==> config.mk <==
export PLATFORM = sky130hd
export DESIGN_NAME = deser8_demux
export DESIGN_NICKNAME = d
export VERILOG_FILES = /design/src/rtl/deser8_demux.sv
export SDC_FILE = /design/constraint.sdc
export NUM_CORES = 1
export LEC_CHECK = 0
export CORE_MARGIN = 2
export CORE_UTILIZATION = 35
export CTS_BUF_LIST = sky130_fd_sc_hd__clkbuf_4 sky130_fd_sc_hd__clkbuf_8 sky130_fd_sc_hd__clkbuf_16
export DETAILED_ROUTE_END_ITERATION = 8
export PLACE_DENSITY = 0.61
export SYNTH_ARGS = -nofsm -noshare
export SYNTH_HDL_FRONTEND = slang
export SYNTH_SLANG_ARGS = --single-unit
==> constraint.sdc <==
create_clock -name clk -period 2 [get_ports clk]
set_clock_uncertainty 0.15 [all_clocks]
set_input_delay 0.2 -clock clk [delete_from_list [all_inputs] [get_ports clk]]
set_output_delay 0.2 -clock clk [all_outputs]
set_load 0.005 [all_outputs]
==> src/rtl/deser8_demux.sv <==
// Serial-to-parallel receiver: one bit per accept is steered into a byte lane by a
// 3-bit counter; completed bytes go to a registered output with one byte of overflow.
module deser8_demux #(
    parameter bit MSB_FIRST = 1'b0
) (
    input  logic       clk,
    input  logic       reset_n,
    input  logic       bit_in,
    input  logic       bit_valid,
    output logic       bit_ready,
    input  logic       clear,
    output logic [7:0] byte_out,
    output logic       byte_valid,
    input  logic       byte_ready,
    output logic [2:0] bit_index
);

    logic [2:0] cnt;
    logic [7:0] asm_reg;
    logic       pending;
    logic [7:0] out_reg;
    logic       out_valid;

    logic [2:0] lane;
    logic [7:0] lane_sel;
    logic [7:0] asm_next;
    logic       accept;
    logic       drain;
    logic       complete;
    logic       load_now;

    assign bit_ready  = !pending && !clear;
    assign byte_out   = out_reg;
    assign byte_valid = out_valid;
    assign bit_index  = cnt;

    always_comb begin
        lane     = MSB_FIRST ? (3'd7 - cnt) : cnt;
        lane_sel = 8'b0000_0001 << lane;
        // Only the decoded lane takes bit_in; the other seven hold.
        asm_next = (asm_reg & ~lane_sel) | (bit_in ? lane_sel : '0);
        accept   = bit_valid && bit_ready;
        drain    = out_valid && byte_ready;
        complete = accept && (cnt == 3'd7);
        load_now = complete && (!out_valid || drain);
    end

    always_ff @(posedge clk) begin
        if (!reset_n) begin
            cnt       <= '0;
            asm_reg   <= '0;
            pending   <= 1'b0;
            out_reg   <= '0;
            out_valid <= 1'b0;
        end else if (clear) begin
            cnt     <= '0;
            asm_reg <= '0;
            pending <= 1'b0;
            // A pending byte is dropped, so a same-cycle drain empties the output.
            if (drain) begin
                out_valid <= 1'b0;
            end
        end else begin
            if (accept) begin
                cnt     <= cnt + 3'd1;
                asm_reg <= asm_next;
            end
            if (load_now) begin
                out_reg   <= asm_next;
                out_valid <= 1'b1;
            end else if (complete) begin
                pending <= 1'b1;
            end
            if (drain && !load_now) begin
                if (pending) begin
                    out_reg <= asm_reg;
                    pending <= 1'b0;
                end else begin
                    out_valid <= 1'b0;
                end
            end
        end
    end

endmodule

==> results of run 1 <==
[critical path: stages, from the launching register on]
cell and delay (ns):
dfxtp_2 0.37, ha_1 0.18, ha_2 0.21, nand3b_1 0.11, a211o_2 0.43, a22oi_1 0.23
a21boi_1 0.08
[report_power, final]
| group | leakage (nW) | switching (mW) | internal [mW] |
|---|---|---|---|
| Sequential | 0.170 | 0.00107 | 0.420 |
| Clock | 0.0177 | 0.133 | 0.0746 |
| Combinational | 0.307 | 0.0351 | 0.0336 |
[path summary, 6_finish.rpt]
| path | start | end | slack [ns] | cells past startpoint |
|---|---|---|---|---|
| setup / recovery | bit_index[1] | byte_out[1] | 0.15 | 6 |
| hold / removal | asm_reg[0] | asm_reg[0] | 0.31 | 2 |
| setup reg to reg | bit_index[1] | byte_out[1] | 0.15 | 6 |
| hold reg to reg | asm_reg[0] | asm_reg[0] | 0.31 | 2 |
[per-layer routing]
layer | part of all wire | up-vias
met5 | 0 | -
met4 | 0.0086 | 0
met3 | 0.035 | 3
met2 | 0.48 | 18
met1 | 0.48 | 441
li1 | - | 483
[cell type report]
| cell class | instances | area share |
|---|---|---|
| Timing Repair Buffer | 25 | 0.172 |
| Sequential cell | 21 | 0.296 |
| Clock buffer | 3 | 0.0158 |
| Clock inverter | 1 | 0.00352 |
| Tap cell | 44 | 0.0387 |
| Multi-Input combinational cell | 90 | 0.460 |
| Inverter | 5 | 0.0132 |
[metrics by stage]
step	util	setup WS (ns)	hold WS, ns	power (mW)	cells
floorplan	-	0.189	0.150	0.468	124
global placement	0.448	0.102	0.296	0.498	185
detailed placement	0.448	0.0635	0.296	0.499	185
CTS	0.457	0.0492	0.314	0.707	189
global route	0.458	0.00924	0.333	0.730	189
finish	0.458	0.146	0.313	0.697	189
[synth_stat cells, types with 3 or more instances]
library cell   n
buf_6          4
clkbuf_1       3
a22oi_1        3
a211oi_1       5
mux2i_1        4
inv_1          5
o21ai_0        6
nor2b_1        4
nand3_1        8
a21oi_1        7
nor2_1        11
ha_1           6
nand2_1        9
a21boi_1       6
nor3_1         4
a32oi_1        3
dfxtp_1       21
[logic make-up after synthesis]
| kind of cell | count (synthesis) |
|---|---|
| AOI/OAI and AO/OA | 34 |
| xor gates and xnor gates | 1 |
| adders and majority gates | 6 |
| buffers and inverters | 13 |
| DFF | 21 |
| muxes | 4 |
| and+or+nand+nor | 45 |
==> impl_metrics.json, run 1 <==
{
  "multi_input_area_um2": 654,
  "synth_top_area_cell": "dfxtp_1",
  "hold_viol": 0,
  "grtUsageMet2": 0.260,
  "syn_nets": 136,
  "p_leak_nw": 0.495,
  "ys.flop_type": "dfxtp_1",
  "drc": 0,
  "hp-class": "reg2reg",
  "layout_commonest_cell": "dfxtp_1",
  "critical_path.max_fanout": 8,
  "area_growth_pct": 23.5,
  "io_pins": 19,
  "synth-edff-count": 0,
  "synth_fa_ha_area_frac": 0.0651,
  "run_status": "finished, final reports clean",
  "critPathArrivalTime_ns": 1.91,
  "cts_hold_buf": 0,
  "cts_root_buf": "clkbuf_4",
  "wl_um": 2440,
  "io_buffers": 18,
  "netlist_area_um2": 1150,
  "setup_viol": 0,
  "yosys.area.top_type_share": 0.365,
  "cap_violations": 0,
  "met3_usage": 0.0231,
  "final_cell_mix": "dfxtp_1 (20), clkdlybuf4s50_1 (18), nor2_1 (11), nand2_1 (9), nand3_1 (8)",
  "use_met1": 0.184,
  "syn-instance-count": 124,
  "grt_setup_unrepaired": "no",
  "first_iter_violations": 41,
  "cts_setup_buffers": 0,
  "peakVddDrop_uv": 233,
  "cp-start-kind": "register",
  "rows": 20,
  "grt_pass1_vias": 952,
  "start_util": 0.371,
  "clkSinkCount": 21,
  "critical_path_class": "reg2reg",
  "max_freq_ghz": 0.539,
  "worstSetupEndpointType": "register",
  "ys_seq_elements": 21,
  "period_minus_slack_ns": 1.85,
  "p_per_area_nw_per_um2": 490,
  "synthMuxAreaShare": 0.0347,
  "synth_compound_area_frac": 0.206,
  "ys_seq_area_frac": 0.365,
  "antenna_found_initial": 0,
  "final-max-slew-violation-count": 0,
  "vias_per_cell": 5.00,
  "dr.pass1.iters": 4,
  "setup-tns-final_ns": 0,
  "syn_area_per_cell_um2": 9.29,
  "grt-ovfl-total": 0,
  "synthXorXnorAreaFrac": 0.00760,
  "wl_per_cell_um": 12.9,
  "grtUsageTotal": 0.148,
  "clock_path_buffers": 2,
  "die_x_um": 61.4,
  "fillers": 341,
  "gp_congestion": 0.753,
  "clk_pin_slew_ns": 0.12,
  "cp.required_ns": 2.06,
  "die_height_um": 61.4,
  "grt_pass1_wl_um": 4150,
  "slew_headroom": 0.643,
  "clk_latency_ns": 0.30,
  "synth_top_family_by_area": "simple AND/OR/NAND/NOR gates",
  "synth_cell_types": 32,
  "synth_area_leaders": "dfxtp_1 (36%), ha_1 (6.5%), a21boi_1 (3.9%)",
  "cts.repair.resized": 0,
  "core_region_area_um2": 3100,
  "antenna_left": 0,
  "post_synth_and_or_nand_nor_area_fraction": 0.252,
  "die-area_um2": 3770,
  "min_period_over_period": 0.927,
  "place_area_um2": 1390,
  "num_vias": 945,
  "synth_warnings": 0,
  "async_flop_share": 0,
  "nets": 158,
  "diodes": 0,
  "drive_gt1_frac": 0.145,
  "tightest_slew_ns": 0.536,
  "finish.instance_area_um2": 1420,
  "regArea_um2": 422,
  "grt_max_degree": 17,
  "place_hpwl_um": 1830,
  "grt.busiest_layer": "met2",
  "cts_buffers": 3,
  "cts_tree": "built",
  "cts_max_level": 1
}
Note: power is estimated with default switching activity, not from simulation.
==> run 2, diff against run 1 <==
--- a/config.mk
+++ b/config.mk
@@ -10,6 +10,7 @@
 export CTS_BUF_LIST = sky130_fd_sc_hd__clkbuf_4 sky130_fd_sc_hd__clkbuf_8 sky130_fd_sc_hd__clkbuf_16
 export DETAILED_ROUTE_END_ITERATION = 8
 export PLACE_DENSITY = 0.61
+export SLEW_MARGIN = 40
 export SYNTH_ARGS = -nofsm -noshare
 export SYNTH_HDL_FRONTEND = slang
 export SYNTH_SLANG_ARGS = --single-unit
==> results of run 2 <==
Same layout as run 1: the final DEF is identical, and so are final timing and power.
